==> src/rtl/otter_fetch_pkg.sv <==
// Shared types and constants for the OTTER fetch stage.
package otter_fetch_pkg;

  localparam int XLEN       = 32;
  localparam int WORD_BYTES = 4;

  localparam logic [XLEN-1:0] DEFAULT_RESET_PC = 32'h0000_0000;

  typedef struct packed {
    logic [XLEN-1:0] instr;
    logic [XLEN-1:0] pc;
  } fetch_entry_t;

endpackage

==> src/rtl/instr_fetch_if.sv <==
// Instruction-memory, redirect and decode signals of the fetch stage.
interface instr_fetch_if;
  import otter_fetch_pkg::*;

  // valid/ready: a transfer happens on a rising edge where both sides are high
  // (IMEM_REQ && IMEM_READY for memory, IR_VALID && IR_READY for decode);
  // the producer may not drop valid or change payload without a transfer.
  logic            IMEM_READY;
  logic            IMEM_REQ;
  logic [XLEN-1:0] IMEM_ADDR;
  logic [XLEN-1:0] IMEM_RDATA;
  logic            REDIRECT;
  logic [XLEN-1:0] REDIRECT_ADDR;
  logic [XLEN-1:0] IR;
  logic [XLEN-1:0] IR_PC;
  logic            IR_VALID;
  logic            IR_READY;

  modport master (
    input  IMEM_READY, IMEM_RDATA, REDIRECT, REDIRECT_ADDR, IR_READY,
    output IMEM_REQ, IMEM_ADDR, IR, IR_PC, IR_VALID
  );

  modport slave (
    output IMEM_READY, IMEM_RDATA, REDIRECT, REDIRECT_ADDR, IR_READY,
    input  IMEM_REQ, IMEM_ADDR, IR, IR_PC, IR_VALID
  );

endinterface

==> src/rtl/fetch_fifo.sv <==
// Circular buffer of fetched {instr, pc} entries; flush beats push and pop.
module fetch_fifo
  import otter_fetch_pkg::*;
#(
  parameter  int DEPTH = 2,
  localparam int PW    = $clog2(DEPTH),
  localparam int CW    = $clog2(DEPTH) + 1
) (
  input  logic          clk_i,
  input  logic          rst_i,
  input  logic          flush_i,
  input  logic          push_i,
  input  fetch_entry_t  entry_i,
  input  logic          pop_i,
  output logic [CW-1:0] count_o,
  output fetch_entry_t  head_o,
  output logic          full_o
);

  fetch_entry_t  mem_q [DEPTH];
  logic [PW-1:0] wr_ptr_q;
  logic [PW-1:0] rd_ptr_q;
  logic [CW-1:0] count_q;
  logic          do_pop;

  function automatic logic [PW-1:0] ptr_inc(input logic [PW-1:0] p);
    return (p == PW'(DEPTH - 1)) ? '0 : p + PW'(1);
  endfunction

  assign do_pop = pop_i && (count_q != '0);

  always_ff @(posedge clk_i) begin
    if (rst_i) begin
      wr_ptr_q <= '0;
      rd_ptr_q <= '0;
      count_q  <= '0;
      for (int i = 0; i < DEPTH; i++) mem_q[i] <= '0;
    end else if (flush_i) begin
      wr_ptr_q <= '0;
      rd_ptr_q <= '0;
      count_q  <= '0;
    end else begin
      if (push_i) begin
        mem_q[wr_ptr_q] <= entry_i;
        wr_ptr_q        <= ptr_inc(wr_ptr_q);
      end
      if (do_pop) rd_ptr_q <= ptr_inc(rd_ptr_q);
      if (push_i && !do_pop)      count_q <= count_q + CW'(1);
      else if (!push_i && do_pop) count_q <= count_q - CW'(1);
    end
  end

  assign count_o = count_q;
  assign head_o  = mem_q[rd_ptr_q];
  assign full_o  = (count_q == CW'(DEPTH));

endmodule

==> src/rtl/instr_fetch.sv <==
// OTTER fetch stage: PC, credit-limited issue to a 1-cycle imem, buffered hand-off to decode.
module instr_fetch
  import otter_fetch_pkg::*;
#(
  parameter logic [XLEN-1:0] RESET_PC = DEFAULT_RESET_PC,
  parameter int              DEPTH    = 2
) (
  input logic           CLK,
  input logic           RST,
  instr_fetch_if.master bus
);

  localparam int CW  = $clog2(DEPTH) + 1;
  localparam int CW1 = CW + 1;

  logic [XLEN-1:0] pc_q, pc_d;
  logic [XLEN-1:0] resp_pc_q, resp_pc_d;
  logic            inflight_q, inflight_d;

  logic [CW-1:0]   fifo_count;
  logic            fifo_full;
  fetch_entry_t    fifo_head;
  fetch_entry_t    push_entry;
  logic            ir_valid;
  logic            pop;
  logic            imem_req;
  logic            accept;
  logic [CW1-1:0]  credit;

  // Reserve a slot for every word already in flight so a push never meets a full FIFO.
  assign ir_valid = !RST && (fifo_count != '0);
  assign pop      = ir_valid && bus.IR_READY;
  assign credit   = {1'b0, fifo_count} + CW1'(inflight_q) - CW1'(pop);
  assign imem_req = !RST && !bus.REDIRECT && (credit < CW1'(DEPTH));
  assign accept   = imem_req && bus.IMEM_READY;

  always_comb begin
    pc_d       = pc_q;
    resp_pc_d  = resp_pc_q;
    inflight_d = 1'b0;
    if (bus.REDIRECT) begin
      pc_d = {bus.REDIRECT_ADDR[XLEN-1:2], 2'b00};
    end else if (accept) begin
      pc_d       = pc_q + XLEN'(WORD_BYTES);
      resp_pc_d  = pc_q;
      inflight_d = 1'b1;
    end
  end

  always_ff @(posedge CLK) begin
    if (RST) begin
      pc_q       <= RESET_PC;
      resp_pc_q  <= '0;
      inflight_q <= 1'b0;
    end else begin
      pc_q       <= pc_d;
      resp_pc_q  <= resp_pc_d;
      inflight_q <= inflight_d;
    end
  end

  always_ff @(posedge CLK) begin
    if (!RST && !bus.REDIRECT && inflight_q) begin
      assert (!fifo_full);
    end
  end

  assign push_entry = '{instr: bus.IMEM_RDATA, pc: resp_pc_q};

  fetch_fifo #(.DEPTH(DEPTH)) u_fifo (
    .clk_i   (CLK),
    .rst_i   (RST),
    .flush_i (bus.REDIRECT),
    .push_i  (inflight_q),
    .entry_i (push_entry),
    .pop_i   (pop),
    .count_o (fifo_count),
    .head_o  (fifo_head),
    .full_o  (fifo_full)
  );

  assign bus.IMEM_REQ  = imem_req;
  assign bus.IMEM_ADDR = pc_q;
  assign bus.IR        = fifo_head.instr;
  assign bus.IR_PC     = fifo_head.pc;
  assign bus.IR_VALID  = ir_valid;

endmodule
==> src/flat_wrapper.sv <==
// flat-port wrapper written by rule: the top's interface ports become plain ports
module instr_fetch_flat import otter_fetch_pkg::*;
#(
  parameter logic [XLEN-1:0] RESET_PC = DEFAULT_RESET_PC,
  parameter int              DEPTH    = 2
)
  (CLK, RST, bus_IMEM_READY, bus_IMEM_RDATA, bus_REDIRECT, bus_REDIRECT_ADDR, bus_IR_READY, bus_IMEM_REQ, bus_IMEM_ADDR, bus_IR, bus_IR_PC, bus_IR_VALID);
  instr_fetch_if bus_i ();
  input logic CLK;
  input logic RST;
  input wire logic [$bits(bus_i.IMEM_READY)-1:0] bus_IMEM_READY;
  input wire logic [$bits(bus_i.IMEM_RDATA)-1:0] bus_IMEM_RDATA;
  input wire logic [$bits(bus_i.REDIRECT)-1:0] bus_REDIRECT;
  input wire logic [$bits(bus_i.REDIRECT_ADDR)-1:0] bus_REDIRECT_ADDR;
  input wire logic [$bits(bus_i.IR_READY)-1:0] bus_IR_READY;
  output wire logic [$bits(bus_i.IMEM_REQ)-1:0] bus_IMEM_REQ;
  output wire logic [$bits(bus_i.IMEM_ADDR)-1:0] bus_IMEM_ADDR;
  output wire logic [$bits(bus_i.IR)-1:0] bus_IR;
  output wire logic [$bits(bus_i.IR_PC)-1:0] bus_IR_PC;
  output wire logic [$bits(bus_i.IR_VALID)-1:0] bus_IR_VALID;
  assign bus_i.IMEM_READY = bus_IMEM_READY;
  assign bus_i.IMEM_RDATA = bus_IMEM_RDATA;
  assign bus_i.REDIRECT = bus_REDIRECT;
  assign bus_i.REDIRECT_ADDR = bus_REDIRECT_ADDR;
  assign bus_i.IR_READY = bus_IR_READY;
  assign bus_IMEM_REQ = bus_i.IMEM_REQ;
  assign bus_IMEM_ADDR = bus_i.IMEM_ADDR;
  assign bus_IR = bus_i.IR;
  assign bus_IR_PC = bus_i.IR_PC;
  assign bus_IR_VALID = bus_i.IR_VALID;
  instr_fetch #(.RESET_PC(RESET_PC), .DEPTH(DEPTH)) u_core (.CLK(CLK), .RST(RST), .bus(bus_i));
endmodule
==> config.mk <==
export PLATFORM = sky130hd
export DESIGN_NAME = instr_fetch_flat
export DESIGN_NICKNAME = d
export VERILOG_FILES = /design/src/rtl/otter_fetch_pkg.sv /design/src/rtl/instr_fetch_if.sv /design/src/rtl/fetch_fifo.sv /design/src/rtl/instr_fetch.sv /design/src/flat_wrapper.sv
export SDC_FILE = /design/constraint.sdc
export NUM_CORES = 1
export LEC_CHECK = 0
export CAP_MARGIN = 40
export CORE_AREA = 2 2 138 140
export CTS_CLUSTER_SIZE = 30
export DETAILED_ROUTE_END_ITERATION = 6
export DIE_AREA = 0 0 140 142
export PLACE_DENSITY = 0.73
export RECOVER_POWER = 100
export SKIP_CTS_REPAIR_TIMING = 1
export SLEW_MARGIN = 5
export SYNTH_ARGS = -nofsm -noshare
export SYNTH_HDL_FRONTEND = slang
export SYNTH_HIERARCHICAL = 1
export SYNTH_SLANG_ARGS = --single-unit
==> constraint.sdc <==
create_clock -name CLK -period 4.8 [get_ports CLK]
set_clock_uncertainty 0.05 [all_clocks]
set_input_delay 0.96 -clock CLK [delete_from_list [all_inputs] [get_ports CLK]]
set_output_delay 0.96 -clock CLK [all_outputs]
set_load 0.02 [all_outputs]
Word level (Yosys, flattened, before mapping)
Memories as Yosys holds them, arrays and structs flattened. A register that Yosys moved wholly into a read port is not among the register bits.
Index checks and enable logic that the tools add are counted.
{"block": "totals", "regBits": 69, "ram_bits": 128, "input_bits": 69, "memories": 1}
{"memory": "u_core.u_fifo.mem_q", "words": 2, "word_bits": 64, "rd": 1, "rd_ports_with_merged_regs": 1, "write_ports": 2, "line_no": "fetch_fifo.sv:20", "text": "fetch_entry_t mem_q [DEPTH];"}
{"block": "classes", "addsub": 7, "n_lt_le_gt_ge": 1, "n_mux": 18, "bitwise_logic": 1, "reduce_logical": 18}
{"cell": "$mux W32", "count": 2}
{"cell": "$mux W64", "count": 1}
{"cell": "$reduce_or A64 Y1", "count": 1}
{"cell": "$add A32 B3 Y32 const B", "count": 1}
{"cell": "$mux W1", "count": 13}
{"cell": "$logic_and A1 B1 Y1", "count": 8}
{"cell": "$reduce_bool A2 Y1", "count": 3}
{"cell": "$logic_not A1 Y1", "count": 4}
{"cell": "$mux W2", "count": 2}
{"cell": "$add A2 B1 Y3", "count": 1}
{"cell": "$lt A3 B2 Y1 const B", "count": 1}
{"cell": "$sub A3 B1 Y3", "count": 1}
{"cell": "$add A1 B1 Y1 const B", "count": 2}
{"cell": "$add A2 B1 Y2 const B", "count": 1}
{"cell": "$reduce_and A2 Y1", "count": 1}
{"cell": "$reduce_or A2 Y1", "count": 1}
{"cell": "$sub A2 B1 Y2 const B", "count": 1}
{"cell": "$not A1 Y1", "count": 1}

Logic depth before layout (Yosys ltp)
{"block": "logic_depth", "ltp_word": 9, "mapped_depth": 13}

Cells and area by module
The synthesis kept the hierarchy.
{"module": "fetch_fifo", "instances": 1, "cells_each": 380, "area_per_inst_um2": 5880.6}
{"module": "instr_fetch", "instances": 1, "cells_each": 403, "area_per_inst_um2": 3143.0}

Least setup slack after synthesis
No wires, ideal clock.
{"block": "synth_path", "path_kind": "input to output", "start": "input RST", "end": "output bus_IMEM_REQ", "arrival_ns": 3.337, "required_ns": 3.790, "slack_ns": 0.453, "stages": 9, "n_path_buf": 1, "path_cell_list": "clkbuf_1 -> nor2_1 -> and2_1 -> ha_1 -> nand2b_1 -> fa_1 -> xnor2_2 -> nand3_1 -> nor2_1"}
{"block": "synth_via", "elab_chain_len": 6, "word_cells_on_any_way": 7, "cone_classes": "1 x add/sub; 1 x order compare; 5 x reduce/logical"}
{"element": "from (decl)", "line_no": "flat_wrapper.sv:10", "text": "input logic RST;"}
{"element": "$logic_not A1 Y1", "line_no": "instr_fetch.sv:31", "text": "assign ir_valid = !RST && (fifo_count != '0);"}
{"element": "$logic_and A1 B1 Y1", "line_no": "instr_fetch.sv:31"}
{"element": "named net bus_IR_VALID", "line_no": "flat_wrapper.sv:20", "text": "output wire logic [$bits(bus_i.IR_VALID)-1:0] bus_IR_VALID;"}
{"element": "$logic_and A1 B1 Y1", "line_no": "instr_fetch.sv:32", "text": "assign pop = ir_valid && bus.IR_READY;"}
{"element": "named net u_core.pop", "line_no": "instr_fetch.sv:25", "text": "logic pop;"}
{"element": "$sub A3 B1 Y3", "line_no": "instr_fetch.sv:33", "text": "assign credit = {1'b0, fifo_count} + CW1'(inflight_q) - CW1'(pop);"}
{"element": "$lt A3 B2 Y1", "line_no": "instr_fetch.sv:34", "text": "assign imem_req = !RST && !bus.REDIRECT && (credit < CW1'(DEPTH));"}
{"element": "$logic_and A1 B1 Y1", "line_no": "instr_fetch.sv:34"}
{"element": "to (decl)", "line_no": "flat_wrapper.sv:16", "text": "output wire logic [$bits(bus_i.IMEM_REQ)-1:0] bus_IMEM_REQ;"}
The timed path passes the listed nets, and every way through them passes these cells.

Worst setup path after layout
{"block": "layout_path", "start": "input bus_IR_READY", "end": "output bus_IMEM_REQ"}
{"block": "layout_via", "elab_chain_len": 4}
{"element": "from (decl)", "line_no": "flat_wrapper.sv:15", "text": "input wire logic [$bits(bus_i.IR_READY)-1:0] bus_IR_READY;"}
{"element": "$logic_and A1 B1 Y1", "line_no": "instr_fetch.sv:32"}
{"element": "named net u_core.pop", "line_no": "instr_fetch.sv:25"}
{"element": "$sub A3 B1 Y3", "line_no": "instr_fetch.sv:33"}
{"element": "$lt A3 B2 Y1", "line_no": "instr_fetch.sv:34"}
{"element": "$logic_and A1 B1 Y1", "line_no": "instr_fetch.sv:34"}
The timed path passes the listed nets, and every way through them passes these cells.

==> flow_summary.json <==
{
  "violations": "design-rule violations, max-capacitance violations, max-slew violations",
  "holdCritPathClass": "register to register",
  "start_kind": "primary input",
  "syn_avg_cell_area_um2": 11.53,
  "worstMarginPinSlew_ns": 2.065,
  "crit_path_end": "bus_IMEM_REQ",
  "worst_slack_ns": 0.1766,
  "ant_nets": 0,
  "die-area_um2": 19880,
  "clockPowerShare_pct": 38.2,
  "dp.cells": 1137,
  "gp_congestion": 0.8659,
  "cts_buffers": 17,
  "drt-pass1-iter-count": 7,
  "routed_wl_mm": 21.40,
  "cap_violations": 3,
  "intPower_uw": 2777,
  "rows": 50,
  "fp.dieW_um": 140,
  "avgViaCountPerCell": 5.810,
  "seq_power_share_pct": 52.1,
  "ios": 167,
  "portBuffers": 162,
  "clk_latency_ns": 0.42,
  "peakVddDrop_v": 0.0002014,
  "gr-total-overflow": 0,
  "r2r_end": "u_core/bus.IMEM_ADDR[26]",
  "switching_power_uw": 851.7,
  "core_um2": 18460,
  "p_comb_share_pct": 9.7,
  "grt_pass1_vias": 6451,
  "fin_cells": 1169,
  "dp_hpwl_mm": 13.74,
  "layout-drive-gt1-share_pct": 12.51,
  "outcome": "complete, but fails checks",
  "wl_per_cell_um": 18.30,
  "track_usage_pct": 21.34,
  "fin_crit_sh_pct": 96.32,
  "grt_pass1_wl_mm": 33.40,
  "synthToLayoutAreaGrowth_pct": 24.56,
  "fp.dieH_um": 142,
  "netSwitchingFraction_pct": 23.47,
  "power_uw": 3629,
  "yosys_warnings": 6,
  "antenna_found_initial": 0,
  "max_freq_mhz": 216.3,
  "slew_violations": 109,
  "worstSetupPathType": "primary input to output pin",
  "tns_ns": 0,
  "power.density_nw_per_um2": 323.1,
  "path_max_fanout": 2,
  "r2r_setup_slack_ns": 0.76,
  "start_util_pct": 48.86,
  "r2r_cells": 12,
  "final_core_util_pct": 60.86,
  "cp-startpoint": "bus_IR_READY",
  "cts.sinks": 194,
  "vias": 6792,
  "clk_path_buf_depth": 2,
  "finalHoldViolCount": 0,
  "cts-root-buf": "clkbuf_16",
  "drt_iter0_markers": 465,
  "rsz0062_at_grt": "false",
  "fin_crit_ns": 4.623,
  "cts_tree": "done",
  "layout.nets": 995,
  "critPathRequiredTime_ns": 3.79,
  "slew_headroom_pct": -38.17,
  "syn-instance-count": 782,
  "dpl_worst_slack_ns": 0.1922,
  "syn-cell-area_um2": 9017,
  "worstReg2RegStart": "u_core/u_fifo/count_o[1]",
  "ctsHtreeMaxLevel": 4,
  "drc": 16,
  "leakage_uw": 0.004525,
  "setup_viol": 0,
  "grt_max_degree": 89,
  "endpoint_kind": "output pin",
  "clk_pin_slew_ns": 0.06,
  "arrival_ns": 3.61,
  "antenna_cells": 0
}
==> worst max-delay path, stage by stage <==
cell and delay, ns:
clkdlybuf4s50_1 0.48, and2_1 0.16, ha_1 0.23, nand2b_1 0.15
fa_1 0.42, xnor2_1 0.25, nand3_1 0.16, nor2_1 0.16
clkdlybuf4s50_1 0.64
==> state kept, by name, summed over array words and instances (netlist names), named ones only <==
signal / count
u_core/resp_pc_q: 30
u_core/inflight_q: 1
u_core/u_fifo/count_o: 2
u_core/u_fifo/wr_ptr_q: 1
u_core/u_fifo/mem_q: 128
u_core/bus.IMEM_ADDR: 30
u_core/u_fifo/rd_ptr_q: 1
==> layout make-up <==
cell class                      count  area (um2)
Fill cell                        1531        7223
Sequential cell                   194        5166
Multi-Input combinational cell    516        3403
Timing Repair Buffer              182        1752
Clock buffer                       19       442.9
Tap cell                          234       292.8
Clock inverter                     13       133.9
Inverter                           11       41.29
==> cells in the final DEF, fill, tap and decap left out, types with 7 or more instances in the layout <==
cell and instances:
or3_1 9, dlygate4sd3_1 94, and3_1 137, clkbuf_16 17, clkbuf_1 7, o21ai_0 8
o311ai_0 8, a21oi_1 37, edfxtp_1 128, clkdlybuf4s50_1 67, nand3_1 15, nand2_1 84
inv_1 10, nor3_1 7, a31oi_1 18, or4_1 7, dfxtp_1 65, buf_4 9
and2_1 12, nand4_1 17, o211ai_1 11, nor4_1 11, nor2_1 11, mux2_2 64
==> power by group through the flow <==
stage | Sequential, uW | Clock, uW | Combinational (uW)
2_1_floorplan | 1930 | 0 | 180
3_3_place_gp | 1920 | 0 | 371
3_5_place_dp | 1920 | 0 | 375
4_1_cts | 1890 | 1410 | 378
5_1_grt | 1900 | 1470 | 378
6_report | 1890 | 1390 | 354
==> metal layers <==
| layer | share of wire [%] | vias to the layer above | wire length [um] | GRT usage, % |
|---|---|---|---|---|
| met5 | 0 | - | 0 | 0 |
| met1 | 44 | 3209 | 9488 | 28.91 |
| met3 | 7.9 | 33 | 1696 | 4.576 |
| met4 | 1.8 | 0 | 379 | 7.177 |
| li1 | - | 3231 | - | - |
| met2 | 46 | 319 | 9833 | 34.46 |
==> through the flow <==
| stage | hold slack (ns) | area (um2) |
|---|---|---|
| 4_1_cts | 0.4108 | 11320 |
| 3_3_place_gp | 0.3972 | 10690 |
| 6_report | 0.4076 | 11230 |
| 2_1_floorplan | 0.3860 | 9036 |
| 3_5_place_dp | 0.4025 | 10750 |
| 5_1_grt | 0.4287 | 11230 |
==> how the worst min path moves through the flow <==
| stage | from | to | slack, ns | depth (start not counted) |
|---|---|---|---|---|
| 6_report | u_core/resp_pc_q[23] | u_core/resp_pc_q[23] | 0.41 | 2 |
| 5_1_grt | u_core/resp_pc_q[23] | u_core/resp_pc_q[23] | 0.43 | 2 |
| 4_1_cts | u_core/resp_pc_q[23] | u_core/resp_pc_q[23] | 0.41 | 2 |
| 3_5_place_dp | u_core/resp_pc_q[23] | u_core/resp_pc_q[23] | 0.40 | 2 |
| 3_3_place_gp | u_core/resp_pc_q[19] | u_core/resp_pc_q[19] | 0.40 | 2 |
| 2_1_floorplan | u_core/resp_pc_q[27] | u_core/resp_pc_q[27] | 0.39 | 2 |
No activity file was read; power rests on OpenSTA's default activity.
